`src/rtl/game_pkg.sv`:
```
// Shared game-state encoding and USB HID keycodes used by the sequencer, ball and ghosts.
package game_pkg;

    typedef enum logic [1:0] {
        ST_START  = 2'h0,
        ST_PLAY   = 2'h1,
        ST_CAUGHT = 2'h2,
        ST_OVER   = 2'h3
    } game_state_t;

    localparam logic [7:0] KEY_A     = 8'h04;
    localparam logic [7:0] KEY_D     = 8'h07;
    localparam logic [7:0] KEY_S     = 8'h16;
    localparam logic [7:0] KEY_W     = 8'h1A;
    localparam logic [7:0] KEY_SPACE = 8'h2C;

endpackage

```
`src/rtl/key_edge_detect.sv`:
```
// Turns a held keycode into a single-frame hit: fires only on the frame the match value appears.
module key_edge_detect (
    input  logic       clk,
    input  logic       rst,
    input  logic [7:0] keycode,
    input  logic [7:0] match,
    output logic       key_hit
);

    logic [7:0] key_prev_q;
    logic [7:0] key_prev_d;

    always_comb begin
        key_prev_d = keycode;
    end

    always_ff @(posedge clk or posedge rst) begin
        if (rst) begin
            key_prev_q <= 8'h00;
        end else begin
            key_prev_q <= key_prev_d;
        end
    end

    assign key_hit = (keycode == match) && (key_prev_q != match);

endmodule

```
`src/rtl/game_state_ctrl.sv`:
```
// Pac-Man game sequencer: START/PLAY/CAUGHT/OVER, lives, post-catch freeze and round_reset pulse.
module game_state_ctrl
    import game_pkg::*;
#(
    parameter int         LIVES_INIT    = 3,
    parameter int         CAUGHT_FRAMES = 120,
    parameter logic [7:0] START_KEY     = KEY_SPACE
) (
    input  logic       frame_clk,
    input  logic       Reset,
    input  logic [7:0] keycode,
    input  logic       caught_check,
    input  logic       game_over_check,
    output logic [1:0] state,
    output logic [1:0] lives,
    output logic       round_reset,
    output logic       win
);

    localparam int            TW         = $clog2(CAUGHT_FRAMES);
    localparam logic [TW-1:0] TIMER_LOAD = TW'(CAUGHT_FRAMES - 1);
    localparam logic [1:0]    LIVES_LOAD = 2'(LIVES_INIT);

    game_state_t   state_q, state_d;
    logic [1:0]    lives_q, lives_d;
    logic [TW-1:0] timer_q, timer_d;
    logic          round_reset_q, round_reset_d;
    logic          win_q, win_d;
    logic          key_hit;

    key_edge_detect u_key_edge (
        .clk     (frame_clk),
        .rst     (Reset),
        .keycode (keycode),
        .match   (START_KEY),
        .key_hit (key_hit)
    );

    always_ff @(posedge frame_clk or posedge Reset) begin
        if (Reset) begin
            state_q       <= ST_START;
            lives_q       <= LIVES_LOAD;
            timer_q       <= '0;
            round_reset_q <= 1'b0;
            win_q         <= 1'b0;
        end else begin
            state_q       <= state_d;
            lives_q       <= lives_d;
            timer_q       <= timer_d;
            round_reset_q <= round_reset_d;
            win_q         <= win_d;
        end
    end

    always_comb begin
        state_d       = state_q;
        lives_d       = lives_q;
        timer_d       = timer_q;
        win_d         = win_q;
        round_reset_d = 1'b0;
        case (state_q)
            ST_START: begin
                if (key_hit) begin
                    state_d = ST_PLAY;
                end
            end
            ST_PLAY: begin
                // The frame carrying round_reset is a guard: sprites are still being repositioned.
                if (!round_reset_q) begin
                    if (game_over_check) begin
                        state_d = ST_OVER;
                        win_d   = 1'b1;
                    end else if (caught_check) begin
                        if (lives_q > 2'd1) begin
                            state_d = ST_CAUGHT;
                            lives_d = lives_q - 2'd1;
                            timer_d = TIMER_LOAD;
                        end else begin
                            state_d = ST_OVER;
                            lives_d = 2'd0;
                            win_d   = 1'b0;
                        end
                    end
                end
            end
            ST_CAUGHT: begin
                if (timer_q == '0) begin
                    state_d       = ST_PLAY;
                    round_reset_d = 1'b1;
                end else begin
                    timer_d = timer_q - TW'(1);
                end
            end
            ST_OVER: begin
                if (key_hit) begin
                    state_d       = ST_START;
                    lives_d       = LIVES_LOAD;
                    win_d         = 1'b0;
                    round_reset_d = 1'b1;
                end
            end
            default: begin
                state_d = ST_START;
            end
        endcase
    end

    always_comb begin
        state       = state_q;
        lives       = lives_q;
        round_reset = round_reset_q;
        win         = win_q;
    end

endmodule

```
`config.mk`:
```
export PLATFORM = sky130hd
export DESIGN_NAME = game_state_ctrl
export DESIGN_NICKNAME = d
export VERILOG_FILES = /design/src/rtl/game_pkg.sv /design/src/rtl/key_edge_detect.sv /design/src/rtl/game_state_ctrl.sv
export SDC_FILE = /design/constraint.sdc
export NUM_CORES = 1
export LEC_CHECK = 0
export ABC_CLOCK_PERIOD_IN_PS = 2100
export CORE_ASPECT_RATIO = 1.1
export CORE_MARGIN = 8
export CORE_UTILIZATION = 25
export DETAILED_ROUTE_END_ITERATION = 16
export GPL_TIMING_DRIVEN = 0
export SKIP_LAST_GASP = 1
export SYNTH_ARGS = -nofsm -noshare
export SYNTH_HDL_FRONTEND = slang
export SYNTH_SLANG_ARGS = --single-unit
```
`constraint.sdc`:
```
create_clock -name frame_clk -period 2.1 [get_ports frame_clk]
set_clock_uncertainty 0.2 [all_clocks]
set_input_delay 0.42 -clock frame_clk [delete_from_list [all_inputs] [get_ports frame_clk]]
set_output_delay 0.42 -clock frame_clk [all_outputs]
set_load 0.03 [all_outputs]
```
Word level (Yosys, flattened, before mapping)
Index checks and enable logic that the tools add are counted.
Widths: inputs -> output; s select.
{"block": "totals", "word_cells": 62, "out_inout_bits": 6, "regBits": 21}
{"block": "classes", "reduce_logical": 9, "n_addsub": 2, "eq_ne": 15, "n_lt_le_gt_ge": 1, "n_mux": 29}
{"operator": "$mux 7", "count": 5}
{"operator": "$mux 2", "count": 11}
{"operator": "$ne 2x2->1 const B", "count": 8}
{"operator": "$reduce_and 5->1", "count": 3}
{"operator": "$pmux 7 s2", "count": 1}
{"operator": "$eq 8x6->1 const B", "count": 1}
{"operator": "$mux 1", "count": 8}
{"operator": "$ne 8x6->1 const B", "count": 1}
{"operator": "$pmux 2 s4", "count": 1}
{"operator": "$logic_not 7->1", "count": 1}
{"operator": "$sub 7x1->7 const B", "count": 1}
{"operator": "$ne 3x3->1 const B", "count": 2}
{"operator": "$reduce_and 6->1", "count": 1}
{"operator": "$eq 2x2->1 const B", "count": 2}
{"operator": "$pmux 1 s2", "count": 2}
{"operator": "$pmux 2 s2", "count": 1}
{"operator": "$reduce_bool 2->1", "count": 2}
{"operator": "$eq 2x1->1 const B", "count": 1}
{"operator": "$gt 2x1->1 const B", "count": 1}
{"operator": "$logic_not 2->1", "count": 1}
{"operator": "$sub 2x1->2 const B", "count": 1}
{"operator": "$logic_and 1x1->1", "count": 1}

Logic depth before layout (Yosys ltp)
Gate-level depths: netlist of run 1.
{"block": "logic_depth", "ltp_word": 6, "mapped_depth": 5}

Hierarchy
From an unflattened synthesis of run 1, not the netlist that was laid out.
{"block": "unflattened", "hier_cells": 114, "hier_area_um2": 1142.3}
{"module": "game_state_ctrl", "area_each_um2": 765.7, "n_inst": 1, "cells_each": 84, "seq_area_each_um2": 327.8}
{"module": "key_edge_detect", "area_each_um2": 376.6, "n_inst": 1, "cells_each": 30, "seq_area_each_um2": 200.2}

Worst setup path before layout of run 1
Ideal clock, no wire load.
{"block": "synth_path", "path_kind": "input to register", "start": "input keycode[1]", "end": "register state_q[0] (netlist: state[0])", "setup_slack_ns": 0.261, "setup_time_ns": 0.126, "arrival_time_ns": 1.513, "t_required_ns": 1.774, "path_stages": 4, "path_buffers": 0, "path_cell_list": "or4b_4 > a211oi_4 > nand3_1 > o311a_1"}
{"block": "synth_between", "elab_chain_len": 4, "elab_cells_between_ends": 5, "cone_classes": "3 x eq/ne; 2 x reduce/logical"}
{"item": "start, declared", "line": "game_state_ctrl.sv:11", "rtl": "input logic [7:0] keycode,"}
{"item": "$eq 8x6->1 (*)", "line": "key_edge_detect.sv:25", "rtl": "assign key_hit = (keycode == match) && (key_prev_q != match);"}
{"item": "$logic_and 1x1->1 (*)", "line": "key_edge_detect.sv:25"}
{"item": "$ne 2x2->1 (no source line)"}
{"item": "$reduce_and 5->1 (no source line) (*)"}
{"item": "end signal, assigned", "line": "game_state_ctrl.sv:47", "rtl": "state_q <= state_d;"}
{"item": "end, declared", "line": "game_state_ctrl.sv:24", "rtl": "game_state_t state_q, state_d;"}
Every way passes the cells marked *; elsewhere a longest branch is shown, timed or not.
A chain may end at the register's enable or synchronous reset.

Worst setup path in the final report of run 1
{"block": "layout_path", "start": "input keycode[1]", "end": "register state_q[1] (netlist: state[1])"}
Same word-level chain as after synthesis.

==> results of run 1 <==
per-stage QoR:
step                setup TNS [ns]  setup slack, ns  hold slack [ns]  total power, mW
finish                           0          0.08664          0.09657            1.339
global route                     0         0.005949          0.09406            1.435
CTS                       -0.02057         -0.02057           0.3087            1.352
detailed placement          -1.395          -0.2956           0.2927            1.104
global placement            -1.325          -0.2826           0.2860            1.090
floorplan                        0           0.2608           0.1950           0.9311
flip-flops by register name (all words and copies together), names as in the netlist:
signal and cells:
lives 2, timer_q 7, round_reset 1, u_key_edge.key_prev_q 8, win 1, state 2
cells in the mapped netlist:
library cell  instances  area [um2]
buf_2                 1       5.000
a21oi_1               5       25.02
dfstp_2               2       52.55
o2bb2ai_1             1       8.760
a211oi_4              1       20.02
o21a_1                1       7.510
inv_1                 4       15.01
nand3_1               2       10.01
a221oi_1              1       8.760
ha_1                  2       25.02
o21ba_2               1       10.01
or3_1                 1       6.260
or2_1                 1       6.260
o21ai_0               3       15.01
nand2b_1              3       18.77
a32oi_1               1       8.760
nor4b_1               1       8.760
o31ai_1               3       22.52
dfrtp_1              19       475.5
a41oi_2               1       16.27
nor2b_1               2       12.51
nand4bb_1             1       11.26
o311ai_1              1       8.760
o21ai_1               1       5.000
nor2_1                8       30.03
a21o_1                1       7.510
or4bb_1               1       11.26
nor4_1                2       12.51
o311a_1               1       10.01
nand4_1               1       6.260
nand2_1               8       30.03
or4b_4                1       13.76
o221ai_1              1       8.760
and2_1                1       6.260
nor4bb_1              1       10.01
nor3_1                3       15.01
metal layers:
metal | vias up | GRT usage (%)
met2 | 23 | 12.80
met1 | 360 | 7.424
met4 | 0 | 4.038
met5 | - | 0
li1 | 365 | -
met3 | 5 | 2.586
cells by family after synthesis:
group	synth area share, %
AOI/OAI and AO/OA	18.94
adders and majority gates	2.594
buffers and inverters	2.074
DFF	54.73
and+or+nand+nor	21.66
worst max-delay path by stage:
stage                          end  cells after the start  slack (ns)
after floorplan           state[0]                      4        0.26
after global placement    state[0]                      5       -0.28
after detailed placement  state[0]                      5       -0.30
after CTS                 state[0]                      5       -0.02
after global routing      state[1]                      5       0.006
final                     state[1]                      5        0.09
cell type report:
| type | count | area (um2) |
|---|---|---|
| multi-input cells | 62 | 425.4 |
| fillers | 408 | 2419 |
| clock buffers | 4 | 45.04 |
| repair buffers | 17 | 183.9 |
| inverters | 4 | 15.01 |
| well taps | 50 | 62.56 |
| flip-flops and latches | 21 | 528.0 |
| plain buffers | 1 | 5.005 |
worst max-delay path, delay by kind of cell:
family | cells | cell delay, ns
simple gates | 2 | 0.74
compound gates | 2 | 0.38
buf+inv | 1 | 0.42
power by group through the flow:
| stage | Sequential [mW] | Clock, mW | Combinational [mW] |
|---|---|---|---|
| after global routing | 0.633 | 0.280 | 0.522 |
| final | 0.616 | 0.254 | 0.469 |
| after global placement | 0.617 | 0 | 0.473 |
| after CTS | 0.612 | 0.265 | 0.475 |
| after floorplan | 0.662 | 0 | 0.269 |
| after detailed placement | 0.620 | 0 | 0.485 |
what timing repair did:
action / CTS / global route
gates resized for setup: 3 / 9
hold buffers: 0 / 0
endpoints found under the setup margin: 4 / 3
pin swaps: 0 / 5
==> results.json, run 1 <==
{
  "status": "completed",
  "setup_violations": 0,
  "dp.cells": 155,
  "placementRows": 23,
  "finalCriticalPeriod_ns": 2.013,
  "critical_path.max_stage_delay_ns": 0.51,
  "antenna_found_initial": 0,
  "cp_cell_sequence": "clkdlybuf4s50_1 > or4b_4 > a211oi_4 > a21oi_1 > or2_1",
  "crit_type": "in2reg",
  "min_from": "keycode[2]",
  "slew_violations": 0,
  "finalHoldViolCount": 0,
  "vias_per_cell": 4.736,
  "highest_layer": "met4",
  "critPathRequiredTime_ns": 2.05,
  "track_usage_pct": 7.339,
  "wl_per_cell_um": 12.64,
  "hold_path.class": "in2reg",
  "switching_power_mw": 0.5040,
  "dr_wl_met3_um": 117,
  "initial_utilization_pct": 26.19,
  "syn-cell-area_um2": 964.7,
  "path_max_fanout": 5,
  "critPathLaunch": "keycode[1]",
  "chipWidth_um": 75.23,
  "drv_cap": 0,
  "p_int_mw": 0.8348,
  "vias": 753,
  "dr.pass1.iters": 4,
  "min_to": "u_key_edge.key_prev_q[2]",
  "wl_met2_um": 1009,
  "slew_headroom_pct": 47.57,
  "synth_cell_type_count": 36,
  "avgSynthCellArea_um2": 10.96,
  "portBuffers": 17,
  "io_pins": 18,
  "cts_tree": "built",
  "swShare_pct": 37.64,
  "timing.rr.end": "timer_q[6]",
  "drt-met1-wl_um": 840,
  "p_leak_nw": 0.5546,
  "drive_above_1_share_pct": 11.01,
  "start_kind": "input port",
  "grt_setup_unrepaired": "no",
  "antenna_cells": 0,
  "cpMaxStageDelayCell": "or4b_4",
  "r2r-start": "state[0]",
  "final_cells": 159,
  "power_frac_seq_pct": 46.0,
  "pwr-share-comb_pct": 35.1,
  "utilization_pct": 34.34,
  "final_area_um2": 1265,
  "ctsRootBufferMaster": "clkbuf_8",
  "grt-ovfl-total": 0,
  "detail-route-antenna-nets": 0,
  "arrival_ns": 1.96,
  "die_h_um": 81.15,
  "first_iter_violations": 13,
  "core-area_um2": 3684,
  "synthCells": 88,
  "clockPowerShare_pct": 18.9,
  "drc": 0,
  "fin_nets": 124,
  "final_common_cell": "dfrtp_1",
  "cp-end-kind": "flip-flop",
  "clk_latency_ns": 0.25,
  "area.growth.synth_to_final_pct": 31.13,
  "final_cell_mix": "dfrtp_1, nor2_1, nand2_1",
  "synth-seq-cells": 21,
  "peakVddDrop_v": 0.0004422,
  "postCtsSetupRepairBufs": 0,
  "numCtsBuffers": 3,
  "grt_pass1_wl_um": 3422,
  "totalWireLength_um": 2010,
  "grt_max_degree": 22,
  "clock_path_buffers": 2,
  "grt_pass1_vias": 786,
  "hold_depth": 1,
  "synth_warnings": 0,
  "dp_hpwl_um": 1549,
  "cts_max_level": 1,
  "layout_worst_path_cycle_share_pct": 95.87,
  "r2r_slack_ns": 0.21,
  "synth-seq-area-share_pct": 54.73,
  "place_area_um2": 1197,
  "clkSlewWorstSetupHoldPaths_ns": 0.07,
  "syn_nets": 102,
  "power.density_nw_per_um2": 1058,
  "dieArea_um2": 6105,
  "clock_sinks": 21,
  "fmax_ghz": 0.4967,
  "rr_worst_depth": 4,
  "place.gp.congestion": 0.7945,
  "worst_pin_slew_ns": 0.7856
}
No activity file was read; power rests on OpenSTA's default activity.
==> run 2, diff against run 1 <==
Settings changed: MAX_ROUTING_LAYER set to met4, SYNTH_HIERARCHICAL set to 1.
==> results.json, run 2 <==
{
  "postCtsSetupRepairBufs": 0,
  "switching_power_mw": 0.5656,
  "grtUsageMet1_pct": 7.772,
  "drc": 0,
  "totalWireLength_um": 2133,
  "synthCells": 114,
  "chipWidth_um": 80.45,
  "r2r-start": "u_key_edge/key_prev_q[6]",
  "grt_pass1_vias": 883,
  "hold_path.class": "in2async",
  "synth_area_leaders": "dfrtp_1, xnor2_1, xor2_1",
  "first_iter_violations": 46,
  "final_cell_mix": "dfrtp_1, conb_1, clkdlybuf4s50_1",
  "clockPowerShare_pct": 18.6,
  "busiest_layer": "met2",
  "timing.rr.end": "state[0]",
  "r2r_slack_ns": 0.24,
  "drive_above_1_share_pct": 8.725,
  "holdBufCountCts": 0,
  "synth-seq-area-share_pct": 46.22,
  "ys.flop_type": "dfrtp_1",
  "gr-usage-met3_pct": 2.169,
  "start_kind": "flip-flop",
  "place.gp.congestion": 0.7534,
  "synth_warnings": 6,
  "netlist.area_leader.share_pct": 41.62,
  "slew_violations": 0,
  "peakVddDrop_v": 0.0003452,
  "cts_tree": "built",
  "p_leak_nw": 0.6291,
  "cp_top_family": "buffers and inverters",
  "area.growth.synth_to_final_pct": 30.56,
  "initial_utilization_pct": 25.26,
  "portBuffers": 17,
  "clkSlewWorstSetupHoldPaths_ns": 0.08,
  "setup_violations": 0,
  "finalHoldViolCount": 0,
  "grt_max_degree": 14,
  "syn-cell-area_um2": 1142,
  "numCtsBuffers": 3,
  "fmax_ghz": 0.5040,
  "grt_pass1_wl_um": 3767,
  "cp.depth": 1,
  "ys_top_cells_by_count": "dfrtp_1, xnor2_1, nor3_1, xor2_1",
  "ctsRootBufferMaster": "clkbuf_8",
  "slew_headroom_pct": 64.61,
  "p_int_mw": 0.9004,
  "cts_max_level": 1,
  "cpMaxStageDelayCell": "clkdlybuf4s50_1",
  "arrival_ns": 1.36,
  "nFillCells": 477,
  "antenna_cells": 0,
  "yosysMostFrequentCell": "dfrtp_1",
  "power.density_nw_per_um2": 983.0,
  "synth_cell_type_count": 36,
  "swShare_pct": 38.58,
  "status": "completed",
  "dp_hpwl_um": 1651,
  "grt-ovfl-total": 0,
  "reg.largest.list": "u_key_edge/key_prev_q x8, timer_q x7",
  "wl_per_cell_um": 10.40,
  "clock_sinks": 21,
  "rr_worst_depth": 6,
  "pwr-share-comb_pct": 39.5,
  "timing.critical_path.buf_inv": 1,
  "worst_pin_slew_ns": 0.5260,
  "placementRows": 26,
  "io_pins": 18,
  "finalCriticalPeriod_ns": 1.984,
  "final.setup.tns_ns": 0,
  "cts_resized": 3,
  "fin_nets": 164,
  "met2_usage_pct": 11.09,
  "largest_reg_flops": 8,
  "layout_worst_path_cycle_share_pct": 94.48,
  "cp_cell_sequence": "clkdlybuf4s50_1",
  "final_common_cell": "dfrtp_1",
  "critical_path.max_stage_delay_ns": 0.69,
  "cp-end-kind": "output pin",
  "avgSynthCellArea_um2": 10.02,
  "dr.pass1.iters": 4,
  "track_usage_pct": 6.949,
  "dieArea_um2": 6991,
  "top_register": "u_key_edge/key_prev_q",
  "power_frac_seq_pct": 41.9,
  "antenna_found_initial": 0,
  "async_flop_share_pct": 100.0,
  "vias_per_cell": 4.239,
  "crit_type": "reg2out",
  "die_h_um": 86.90,
  "grt_setup_unrepaired": "yes",
  "synth-seq-cells": 21,
  "clock_path_buffers": 2,
  "path_max_fanout": 5,
  "drv_cap": 0,
  "p_total_mw": 1.466,
  "vias": 869,
  "critPathRequiredTime_ns": 1.48,
  "synth_area_leader_cell": "dfrtp_1",
  "synth_edf_count": 0,
  "clk_latency_ns": 0.26,
  "detail-route-antenna-nets": 0,
  "core-area_um2": 4522
}
run 2: changes by cell type in the layout (fill, tap and decap cells not counted), moves of 2 or more:
| cell | change |
|---|---|
| xnor2_1 | +10 |
| o31ai_1 | -3 |
| clkdlybuf4s50_1 | +8 |
| nand4_1 | +2 |
| nand2b_1 | -2 |
| xor2_1 | +9 |
| conb_1 | +16 |
| dlymetal6s2s_1 | -7 |
| inv_1 | +2 |
| nor3_1 | +6 |
| nand3_1 | +3 |
| a31oi_1 | +2 |
run 2: per-layer routing:
layer,wire length (um),up-vias
li1,-,446
met1,973,398
met2,998,20
met3,127,5
met4,33,0
met5,0,-
run 2: metrics by stage:
step                      hold slack [ns]  utilization, %  std cells  setup WS, ns  cell area (um2)
after floorplan                   0.03566               -        128        0.3625             1195
after global placement             0.2786           31.74        201       -0.3816             1435
after detailed placement           0.2865           31.74        201       -0.3996             1435
after CTS                          0.2434           32.82        205        0.1009             1484
after global routing               0.2879           32.98        205     -0.001121             1491
final                              0.2246           32.98        205        0.1159             1491
run 2: layout make-up:
| type | count | area [um2] | share of cell area, % |
|---|---|---|---|
| Clock inverter | 1 | 5.005 | 0.3356 |
| Multi-Input combinational cell | 98 | 640.6 | 42.95 |
| Inverter | 6 | 22.52 | 1.510 |
| Timing Repair Buffer | 17 | 167.7 | 11.24 |
| Tap cell | 56 | 70.07 | 4.698 |
| Clock buffer | 3 | 41.29 | 2.768 |
| Buffer | 3 | 16.27 | 1.091 |
| Sequential cell | 21 | 528.0 | 35.40 |
run 2: worst max path at each step:
stage	slack, ns	end	from
finish	0.12	state[0]	state[0]
global route	-0.001	win	keycode[3]
global placement	-0.38	state[1]	keycode[4]
floorplan	0.36	state[0]	keycode[6]
CTS	0.10	state[0]	state[0]
detailed placement	-0.40	win	keycode[5]
run 2: logic make-up (layout without fill, tap and decap cells):
family / Yosys count / count (layout) / synth area share [%]
buffers and inverters: 9 / 30 / 3.395
xor gates and xnor gates: 19 / 19 / 14.57
other: 2 / 16 / 0.6574
AOI/OAI and AO/OA: 19 / 19 / 11.83
DFF: 21 / 21 / 46.22
and+or+nand+nor: 42 / 42 / 21.14
adders and majority gates: 2 / 2 / 2.190
run 2: power by group through the flow:
stage | registers (mW) | clock network [mW] | logic [mW]
CTS | 0.617 | 0.281 | 0.586
detailed placement | 0.625 | 0 | 0.587
global placement | 0.620 | 0 | 0.577
floorplan | 0.668 | 0 | 0.374
global route | 0.630 | 0.299 | 0.652
finish | 0.614 | 0.273 | 0.579
